[src/rtl/jump_target_unit.sv]
// jump_target_unit: two-stage valid/ready next-PC target generator (J, BRANCH, JR)
// Ports:
//   clk, reset_n               clock, asynchronous active-low reset
//   in_valid/in_ready          request handshake
//   mode                       00 J, 01 BRANCH, 10 JR, 11 reserved
//   pc_plus4, index, imm       PC+4, jump index field, branch offset
//   reg_target                 register value for JR
//   out_valid/out_ready        result handshake
//   target, out_mode           computed target and its mode
//   mode_err                   result came from reserved mode 11
//   misalign                   JR target not word aligned (only with JTU_ALIGN_CHECK_EN)
// Optional feature macro: JTU_ALIGN_CHECK_EN
module jump_target_unit #(
  parameter int ADDR_W  = 32,
  parameter int INDEX_W = 26,
  parameter int IMM_W   = 16,
  parameter int SHIFT   = 2
) (
  input  logic               clk,
  input  logic               reset_n,
  input  logic               in_valid,
  output logic               in_ready,
  input  logic [1:0]         mode,
  input  logic [ADDR_W-1:0]  pc_plus4,
  input  logic [INDEX_W-1:0] index,
  input  logic [IMM_W-1:0]   imm,
  input  logic [ADDR_W-1:0]  reg_target,
  output logic               out_valid,
  input  logic               out_ready,
  output logic [ADDR_W-1:0]  target,
  output logic [1:0]         out_mode,
  output logic               mode_err,
  output logic               misalign
);
  logic               r_live;
  logic               r_s1_valid;
  logic [1:0]         r_mode;
  logic [ADDR_W-1:0]  r_pc;
  logic [INDEX_W-1:0] r_index;
  logic [IMM_W-1:0]   r_imm;
  logic [ADDR_W-1:0]  r_reg;
  logic               r_s2_valid;
  logic [ADDR_W-1:0]  r_target;
  logic [1:0]         r_out_mode;
  logic               r_mode_err;
  logic               w_s2_load;
  logic               w_s1_load;
  logic               w_s1_move;
  logic [ADDR_W-1:0]  w_j;
  logic [ADDR_W-1:0]  w_sext;
  logic [ADDR_W-1:0]  w_br;
  logic [ADDR_W-1:0]  w_tgt;
  assign w_s2_load = !r_s2_valid || out_ready;
  assign w_s1_load = !r_s1_valid || w_s2_load;
  assign w_s1_move = r_s1_valid && w_s2_load;
  // r_live holds in_ready low until the first edge after reset release
  assign in_ready  = r_live && w_s1_load;
  assign out_valid = r_s2_valid;
  assign target    = r_target;
  assign out_mode  = r_out_mode;
  assign mode_err  = r_mode_err;
  generate
    if (ADDR_W > INDEX_W + SHIFT) begin : g_j_upper
      assign w_j = {r_pc[ADDR_W-1:INDEX_W+SHIFT], r_index, {SHIFT{1'b0}}};
    end else begin : g_j_flat
      assign w_j = {r_index, {SHIFT{1'b0}}};
    end
  endgenerate
  assign w_sext = {{(ADDR_W-IMM_W){r_imm[IMM_W-1]}}, r_imm};
  assign w_br   = r_pc + (w_sext << SHIFT);
  always_comb begin
    w_tgt = r_mode == 2'b00 ? w_j :
            r_mode == 2'b01 ? w_br :
            r_mode == 2'b10 ? r_reg : r_pc;
  end
  always_ff @(posedge clk or negedge reset_n) begin
    if (!reset_n) begin
      r_live     <= 1'b0;
      r_s1_valid <= 1'b0;
      r_mode     <= '0;
      r_pc       <= '0;
      r_index    <= '0;
      r_imm      <= '0;
      r_reg      <= '0;
      r_s2_valid <= 1'b0;
      r_target   <= '0;
      r_out_mode <= '0;
      r_mode_err <= 1'b0;
    end else begin
      r_live <= 1'b1;
      if (w_s1_load) r_s1_valid <= in_valid && r_live;
      if (in_ready && in_valid) begin
        r_mode  <= mode;
        r_pc    <= pc_plus4;
        r_index <= index;
        r_imm   <= imm;
        r_reg   <= reg_target;
      end
      if (w_s2_load) r_s2_valid <= r_s1_valid;
      if (w_s1_move) begin
        r_target   <= w_tgt;
        r_out_mode <= r_mode;
        r_mode_err <= r_mode == 2'b11;
      end
    end
  end
`ifdef JTU_ALIGN_CHECK_EN
  logic r_misalign;
  assign misalign = r_misalign;
  // J/BRANCH targets are aligned by construction, so only JR is checked
  always_ff @(posedge clk or negedge reset_n) begin
    if (!reset_n) r_misalign <= 1'b0;
    else if (w_s1_move) r_misalign <= r_mode == 2'b10 && r_reg[SHIFT-1:0] != '0;
  end
`else
  assign misalign = 1'b0;
`endif
endmodule

[config.mk]
export PLATFORM = sky130hd
export DESIGN_NAME = jump_target_unit
export DESIGN_NICKNAME = d
export VERILOG_FILES = /design/src/rtl/jump_target_unit.sv
export SDC_FILE = /design/constraint.sdc
export NUM_CORES = 1
export LEC_CHECK = 0
export ABC_AREA = 1
export CAP_MARGIN = 10
export CORE_UTILIZATION = 54
export DETAILED_ROUTE_END_ITERATION = 6
export PLACE_DENSITY_LB_ADDON = 0.3
export SYNTH_ARGS = -nofsm -noshare
export SYNTH_HDL_FRONTEND = slang
export SYNTH_SLANG_ARGS = --single-unit
[constraint.sdc]
create_clock -name clk -period 2.75 [get_ports clk]
set_input_delay 0.4125 -clock clk [delete_from_list [all_inputs] [get_ports clk]]
set_output_delay 0.4125 -clock clk [all_outputs]
set_load 0.02 [all_outputs]
* Yosys cells after proc, flatten, opt, wreduce, memory -nomap -nowiden
Index checks and enable logic that the tools add are counted.
** Operators by class
- Add/subtract/negate cells :: 1
- Multiplexer cells :: 3
- Equality and inequality tests :: 3
- Reduce and logical (&&, ||, !) cells :: 9
** Operator list (number)
- 2-to-1 mux 32 bit :: 3
- adder 32 bit :: 1
- == test 2 bit (second input constant) :: 2
- logical AND 1 bit :: 4
- == test 2 x 1 -> 1 bit (second input constant) :: 1
- zero test 1 bit :: 2
- zero test 2 bit :: 1
- logical OR 1 bit :: 2
** Storage, ports and cells
- Output and inout port bits :: 38
- Logic and storage cells :: 27
- Bits in registers :: 146
- Input bits :: 112

* Logic depth before layout (Yosys ltp)
Gate-level depths: netlist of the first run.
- Word-level depth :: 5
- Depth in mapped cells :: 14
- Depth with buffers taken out :: 14

* Worst setup path after synthesis of the first run
No wires, ideal clock.
- Path kind :: reg2reg
- Start :: register r_pc[2]
- End :: register r_target[30], in the netlist target[30]
- Stages on the path, launching flop included :: 13
- Data required time :: 2.633 ns
- Slack :: 0.845 ns
- Setup time :: 0.117 ns
- Period minus slack after synthesis :: 1.905 ns
- Arrival time :: 1.788 ns
- Buffers on the path :: 0
- Path through :: dfrtp_1 > ha_1 > fa_1 > nand3_1 > nand3_1 > nand3_1 > nand3_2 > nand2_1 > nand3_1 > nand3_1 > nand2_1 > nand2_1 > nand2_1
** On the way
- Longest elaborated chain between the ends :: 3
** RTL lines
- from (decl) :: RTL line 38 : logic [ADDR_W-1:0] r_pc;
- from (signal assigned) :: RTL line 94 : r_pc <= pc_plus4;
- adder 32 bit :: RTL line 70 : assign w_br = r_pc + (w_sext << SHIFT);
- 2-to-1 mux 32 bit :: RTL line 73 : r_mode == 2'b01 ? w_br :
- 2-to-1 mux 32 bit :: RTL line 72 : w_tgt = r_mode == 2'b00 ? w_j :
- to (signal assigned) :: RTL line 101 : r_target <= w_tgt;
- to (decl) :: RTL line 43 : logic [ADDR_W-1:0] r_target;
No other way between the ends.
A chain may end at the register's enable or synchronous reset.

* Worst setup path after layout of the first run
- Start :: register r_pc[2]
- End :: register r_target[18], in the netlist target[18]
The elaborated chain is that of the path after synthesis.

==> results summary, run 1 <==
The clock net in this run drives a total of approximately 150 sinks. The number of remaining DRC errors came out at 0. The wire-length estimate of the detail-placed layout is 17.1 mm.

The portion of the clock cycle consumed by the worst path in the final layout came out at between 80 and 90%. The die covers between 0.015 and 0.02 mm². The async set or reset register ratio after synthesis came out at between 90% and 100%. The maximum net fanout on the critical path is 4. The largest net degree at the start of global routing came out at 116.

The placer's final routability congestion estimate is a little over 0.9. The kind of start point of the critical path is a register. CTS built an H-tree with a depth of 4.

In the final routed layout, each cell accounts on average for 16.2 µm. Counting flops and latches in the post-synthesis netlist gives around 150. The clock-pin slew reported for the worst setup and hold paths after clock tree synthesis came out at roughly 0.07 ns. The placed instances occupy a cell area of ~0.010 mm². The die span in y came out at about 130 µm.

After the last flow step, the layout net total stands at about 1.3k. The run finished with clean final reports. The final cell count without fillers is ~1.4k. Traced cell by cell, the critical path runs through ha_1 > fa_1 > nand3_1 > nand3_1 > nand2_1 > nand2_2 > nand2_1 > nand2_1 > o21ai_0 > o21ai_1 > nand2_1 > nand2_1. The total count of max-transition violations in the final report is 0. The number of DRC violations after detailed-routing iteration 0 came out at a little under 600.

Post-CTS repair changed the size of 0 cells. The overall via count from detail_route is between 7k and 8k. Measured on the finished design, the core utilization comes to about 70%. The data required time at the worst endpoint is a little over 3 ns. The critical path is of the reg2reg type.

The maximum vdd ir drop came out at approximately 0.56 mV. The net count after synthesis came out at about 1.2k. The number of antenna diodes is 0. The number of buffers inserted for hold repair after clock tree synthesis is 1.

Post-CTS timing repair inserted 0 buffers for setup. The maximum operating frequency is about 410 MHz. Fill cells in the final layout number 1200. The number of buffers between clock root and the deepest sink came out at 2. Setup repair after global routing left no endpoint under its margin.

Synthesis produced ~1.1k cells. The area growth from synthesis to layout came out at 27.4%. The top-area cell type share of the netlist area came out at between 40% and 50%.

The largest stage delay on the critical path came out at ~0.48 ns. The power density over the cells is between 800 and 900 mW/mm². The cell area that synthesis handed to floorplanning was 0.00850 mm². In this run, placement finished with an instance count of about 1.4k. The global-route wire length before repair came out at between 30 and 40 mm. The combined buffer and inverter count along the critical path is 0.

The average instance in the mapped netlist occupies between 8 and 9 µm². Among all stages on the critical path, the largest delay is contributed by fa_1. The number of synthesis warnings came out at 0. The final-layout setup total negative slack is 0 ns.

The floorplan step defined a core boundary enclosing roughly 0.015 mm². The overall routing resource usage is a little under a third. By area the synthesized netlist is led by dfrtp_1, nand2_1, mux2_2. The total of endpoints with negative setup slack in the final report is 0. The number of buffers created by CTS came out at 17. The number of different library cells used by synthesis comes to 38. The type of element capturing the critical path is a register. The count of nets left with antenna violations once routing finished came out at 0. Clock tree synthesis selected as its root buffer the cell clkbuf_16. The fraction of layout instances using a drive strength above 1 came out at between 10% and 20%. The path class of the tightest hold or removal check is in2async. Among cell families on the critical path, the largest total delay comes from simple AND/OR/NAND/NOR gates.

The number of enable-type register cells in the synthesized netlist came out at 0. The initial core utilization came out at a little under three fifths. The number of buffers added on ports is 148. dfrtp_1 takes more of the synthesized area than any other cell. The number of antenna violations at the first check in global routing is 1.

TritonCTS built the clock tree. The max capacitance violation total is 0. For this design the static power due to leakage is ~5.4 nW. The prevailing post-synth register cell is dfrtp_1. The clock latency at the later pin of the worst-skew pair came out at 0.43 ns. The number of placement rows is 45. The worst path in the final design needs a cycle of approximately 2.5 ns, including I/O delays and setup. The overall power after layout is just under 9 mW. The number of top-level design ports is 150. The via count of the first global-routing pass is 7307. The max-slew headroom at the worst pin is a little under three fifths. The area of all placed cells without fillers is between 0.01 and 0.015 mm². The die extent in x is 127 µm. Across the routed clock network, the largest skew measured is 0.0133 ns. The wire length after detailed routing is ~23 mm. Dividing the detail-routed via count by the number of cells gives between 5 and 6.

The register area share after synthesis came out at 43.0%. The cell that appears most often on the critical path is nand2_1. The data arrival time of the critical path is around 2.8 ns. At the pin with the least slew margin, the transition time is 0.653 ns. Summed over all layers, the global routing overflow is 0. The final number of hold-violating endpoints is 0. The count of TritonRoute iterations in the first routing pass is 5.
## synthesized netlist by cell type, types with 2 or more instances
cell and instances:
and2_1 2, buf_6 10, nor2_4 4, ha_1 29, nor2_2 3, nand4_1 3, clkbuf_1 8, nand3_2 6
xnor2_1 2, nor3_1 2, dfrtp_1 146, mux2_2 77, a21oi_1 102, nor2_1 87, inv_1 125, o21bai_1 2
buf_4 2, o311ai_1 2, inv_2 4, o21ai_1 10, nand2_1 310, buf_2 13, o21ai_0 33, nand2_2 12
o211ai_1 6, o22ai_1 6, nand3_1 38, conb_1 2, a21oi_2 3
## where the power goes
group	total, mW	internal [mW]	switching, mW
combinational	3.34	1.36	1.98
sequential	2.91	2.59	0.319
clock	2.41	1.39	1.02
## layout by cell type, fill, tap and decap left out, types with 2 or more instances in the layout
| master | synthesis | final |
|---|---|---|
| xnor2_1 | 2 | 2 |
| conb_1 | 2 | 2 |
| a21oi_1 | 102 | 102 |
| inv_6 | 0 | 4 |
| bufinv_16 | 0 | 2 |
| inv_1 | 125 | 125 |
| clkbuf_16 | 0 | 17 |
| clkinvlp_4 | 0 | 2 |
| inv_2 | 4 | 4 |
| nand3_2 | 6 | 6 |
| and2_1 | 2 | 2 |
| nand3_1 | 38 | 38 |
| clkdlybuf4s50_1 | 0 | 147 |
| nor2_1 | 87 | 87 |
| o21ai_0 | 33 | 33 |
| a21oi_2 | 3 | 3 |
| mux2_2 | 77 | 77 |
| buf_12 | 0 | 6 |
| buf_4 | 2 | 10 |
| nor2_4 | 4 | 4 |
| clkinv_4 | 0 | 2 |
| o211ai_1 | 6 | 6 |
| nand2_1 | 310 | 308 |
| o21ai_1 | 10 | 10 |
| dfrtp_1 | 146 | 146 |
| inv_8 | 0 | 3 |
| o21bai_1 | 2 | 2 |
| o311ai_1 | 2 | 2 |
| nand4_1 | 3 | 3 |
| ha_1 | 29 | 29 |
| nor2_2 | 3 | 3 |
| nand2_2 | 12 | 13 |
| nor3_1 | 2 | 2 |
| o22ai_1 | 6 | 6 |
## cells by family (layout without fill, tap and decap cells)
logic type / Yosys count / after routing / synth area share, %
other: 2 / 2 / 0.0884
AOI/OAI and AO/OA: 166 / 166 / 10.4
buffers and inverters: 165 / 327 / 8.57
muxes: 77 / 77 / 10.2
xor gates and xnor gates: 3 / 3 / 0.309
adders and majority gates: 30 / 30 / 4.51
DFF: 146 / 146 / 43.0
and+or+nand+nor: 469 / 469 / 22.9
## layer usage
| layer | GRT usage [%] | share of wire, % |
|---|---|---|
| met4 | 11.1 | 2.5 |
| met2 | 46.7 | 45 |
| met5 | 0 | 0 |
| met3 | 7.16 | 7.4 |
| met1 | 41.2 | 45 |
## path summary, 6_finish.rpt
path / start / endpoint / slack (ns) / cells past startpoint
setup / recovery: r_pc[2] / target[18] / 0.29 / 12
hold / removal: reset_n / r_pc[11] / 0.42 / 2
setup reg to reg: r_pc[2] / target[18] / 0.29 / 12
hold reg to reg: target[29] / target[29] / 0.48 / 2
max in group asynchronous: reset_n / target[2] / 1.43 / 3
min in group clk: target[29] / target[29] / 0.48 / 2
## stage by stage
step	hold slack [ns]	worst slack [ns]
2_1_floorplan	0.117	0.845
3_3_place_gp	0.314	0.379
3_5_place_dp	0.313	0.365
4_1_cts	0.430	0.341
5_1_grt	0.467	0.0865
6_report	0.418	0.289
## final cells by class
class | count | area [µm²] | area share (%)
clock buffer | 18 | 439 | 4.06
clock inverter | 14 | 166 | 1.54
inverter | 130 | 488 | 4.51
multi-input combinational | 747 | 4130 | 38.1
sequential | 146 | 3650 | 33.7
tap | 211 | 264 | 2.44
timing repair buffer | 165 | 1690 | 15.6
No activity file was read; power rests on OpenSTA's default activity.
==> run 2, diff against run 1 <==
--- a/config.mk
+++ b/config.mk
@@ -9,6 +9,7 @@
 export CAP_MARGIN = 10
 export CORE_UTILIZATION = 54
 export DETAILED_ROUTE_END_ITERATION = 6
+export GPL_ROUTABILITY_DRIVEN = 0
 export PLACE_DENSITY_LB_ADDON = 0.3
 export SYNTH_ARGS = -nofsm -noshare
 export SYNTH_HDL_FRONTEND = slang
==> run 2 against run 1 <==
Net effect: the flow now finishes with violations (hold timing); combinational power barely moved; core utilization grew 0.090 points; global-route usage fell by 0.29 points; worst hold slack got worse by 0.42 ns; non-clock buffer count is 1 lower; count of clock-buffer cells in the layout up 3; critical path depth shrank 1; register-to-register slack gained 0.12 ns; critical endpoint is now target[10].
==> results summary, run 2 (same netlist as run 1, synthesis figures left out) <==
The worst slack after detailed placement came out at 0.482 ns (was 0.365 ns). The total clock sinks came out at 146 (unchanged). The slowest cell on the critical path is fa_1 (unchanged).

The area taken by multi-input logic gates came out at 0.00413 mm² (unchanged). The part of the total power dissipated in the clock network came out at 29.0% (was 27.8%). The count of TritonRoute iterations in the first routing pass is 5 (unchanged). The total grt overflow is 0 (unchanged). The register cell area after layout is 0.00365 mm² (unchanged). The total of endpoints with negative setup slack in the final report is 0 (unchanged). The number of buffers added on ports came out at 148 (unchanged). The detailed placer's ending HPWL is 16.6 mm (was 17.1 mm). The worst reg-to-reg path cell count came out at 11 (was 12). The total die area is 0.0162 mm² (unchanged). The data arrival time of the critical path came out at 2.71 ns (was 2.78 ns).

The wire length after detailed routing came out at 23.3 mm (was 23.2 mm). The clock skew after layout is 0.00931 ns (was 0.0133 ns). The area growth from synthesis to layout came out at 27.5% (was 27.4%). The switching power came out at 3.22 mW (was 3.32 mW). The final setup slack of the worst path is 0.408 ns (was 0.289 ns).

Status: complete, but fails checks (was finished clean). The largest net degree at the start of global routing came out at 76 (was 116). The worst-margin pin slew is 0.694 ns (was 0.653 ns). The final-layout setup total negative slack came out at 0 ns (unchanged). The most common library cell in the layout ignoring fill and taps is nand2_1 (unchanged).

The post-cts sizing count is 0 (unchanged). Most used cells in the layout excluding fill and tap cells: nand2_1, clkdlybuf4s50_1, dfrtp_1 (unchanged). The number of antenna violations at the first check in global routing is 0 (was 1). The final-layout fill cell count came out at 1162 (was 1200).

The final cell count without fillers is 1430 (was 1431). The CTS tree is yes (unchanged). The number of buffers inserted for hold repair after clock tree synthesis came out at 0 (was 1). The global-route wire length before repair is 37.1 mm (about the same).

The number of buffers created by CTS came out at 17 (unchanged). The largest stage delay on the critical path came out at 0.45 ns (was 0.48 ns). The startpoint of the worst-slack reg-to-reg timing path is r_pc[2] (unchanged). The number of DRC violations after detailed-routing iteration 0 came to 684 (was 583). The beginning of the critical path is r_pc[2] (unchanged). The total count of max-transition violations in the final report came out at 0 (unchanged). The via count of the first global-routing pass is 7542 (was 7307). The CTS H-tree depth is 4 (unchanged). Setup repair after global routing missed its margin: no (unchanged). The number of buffers between clock root and the deepest sink came out at 2 (unchanged).

The number of placement rows came out at 45 (unchanged). The die extent in x was 127 µm (unchanged). The category of the most critical setup path was reg2reg (unchanged). The final critical-path required period is 2.34 ns (was 2.46 ns). The ratio of routed vias to standard cells is 5.44 (was 5.31). The CTS root buffer was clkbuf_16 (unchanged).

The final number of hold-violating endpoints came out at 4 (was 0). The number of placed instances with taps included is 1398 (unchanged). The checks that failed: hold timing. The type of element capturing the critical path is a register (unchanged).

The overall via count from detail_route came out at 7784 (was 7601). The kind of cell with the highest combined delay on the critical path is adder cells (was simple AND/OR/NAND/NOR gates). The power density over the cells is 811 mW/mm² (was 800 mW/mm²).

The number of antenna diodes came out at 0 (unchanged). Cell-by-cell trace of the critical path: ha_1 > fa_1 > nand3_1 > nand3_1 > nand2_1 > nand2_2 > a21oi_1 > o21ai_0 > o21ai_1 > o211ai_1 > nand2_1 (was ha_1 > fa_1 > nand3_1 > nand3_1 > nand2_1 > nand2_2 > nand2_1 > nand2_1 > o21ai_0 > o21ai_1 > nand2_1 > nand2_1). The kind of path behind the tightest hold check is in2async (unchanged). The kind of start point of the critical path is a register (unchanged). The average wire per cell in the routed design came out at 16.3 µm (was 16.2 µm).

The path length in cells of the critical path was 11 (was 12). The max capacitance violation total is 0 (unchanged). The fraction of layout instances using a drive strength above 1 is 12.9% (was 13.2%). The number of buffers added for setup after CTS is 0 (unchanged).

The net count of the finished layout is 1348 (was 1349). The leakage component of the power is 5.40 nW (about the same). The maximum vdd ir drop came out at 0.586 mV (was 0.557 mV). The number of remaining DRC errors is 0 (unchanged).

The max-slew headroom at the worst pin is 53.7% (was 56.3%). The clock latency at the later pin of the worst-skew pair came out at 0.43 ns (about the same). The sequential group share of total power came out at 33.2% (was 33.6%). The initial core utilization was 55.7% (unchanged). The clock-pin slew reported for the worst setup and hold paths after clock tree synthesis came out at 0.06 ns (was 0.07 ns).

The maximum net fanout on the critical path is 4 (unchanged). The portion of the clock cycle consumed by the worst path in the final layout came to 85.1% (was 89.5%). The die span in y was 127 µm (unchanged). The post-detailed-route count of antenna-violating nets came out at 0 (unchanged). The proportion of power drawn by combinational gates came out at 37.9% (was 38.6%).

The data required time at the worst endpoint is 3.12 ns (was 3.07 ns). The cell internal power dissipation is 5.57 mW (was 5.35 mW). The switching share of power is 36.7% (was 38.3%). The number of top-level design ports is 150 (unchanged). The overall routing resource usage came out at 29.9% (was 30.1%). The combined buffer and inverter count along the critical path came to 0 (unchanged). The maximum operating frequency is 427 MHz (was 406 MHz). The smallest hold slack is -0.00243 ns (was 0.418 ns). The area of the core region is 0.0153 mm² (unchanged).
==> run 2: cell count changes in the layout (fill, tap and decap cells not counted), sizes merged <==
cell,before,now
dlygate4sd3,1,0
bufinv,2,5
inv,136,131
clkinvlp,2,1
clkbuf,18,21
==> run 2: layout make-up <==
type / count / area share, %
Clock buffer: 21 / 4.06
Clock inverter: 11 / 1.86
Multi-Input combinational cell: 747 / 38.1
Sequential cell: 146 / 33.7
Tap cell: 211 / 2.44
Timing Repair Buffer: 164 / 15.4
Inverter: 130 / 4.50
==> run 2: per-stage QoR <==
step,instance area (µm²),utilization [%],total power [mW]
after floorplan,8500,-,4.97
after global placement,10200,66.8,6.10
after detailed placement,10200,66.8,6.16
after CTS,10800,71.0,8.75
after global routing,10800,71.0,9.25
final,10800,71.0,8.79
==> run 2: final timing paths <==
path                              end  slack (ns)
setup / recovery           target[10]        0.41
hold / removal              r_reg[13]      -0.002
setup reg to reg           target[10]        0.41
hold reg to reg             target[6]        0.48
max in group asynchronous     r_pc[2]        1.98
min in group clk            target[6]        0.48
==> run 2: power by group through the flow <==
stage                     registers [mW]  clock network [mW]  logic [mW]
after floorplan                     3.07                   0        1.90
final                               2.91                2.55        3.33
after CTS                           2.91                2.56        3.28
after detailed placement            2.92                   0        3.24
after global placement              2.92                   0        3.17
after global routing                2.96                2.66        3.64
==> run 2: metal layers <==
| metal | share of wire, % | track usage, % | up-vias |
|---|---|---|---|
| li1 | - | - | 3693 |
| met1 | 44 | 39.6 | 3671 |
| met2 | 46 | 47.9 | 362 |
| met3 | 7.2 | 6.41 | 58 |
| met4 | 2.8 | 11.7 | 0 |
| met5 | 0 | 0 | - |
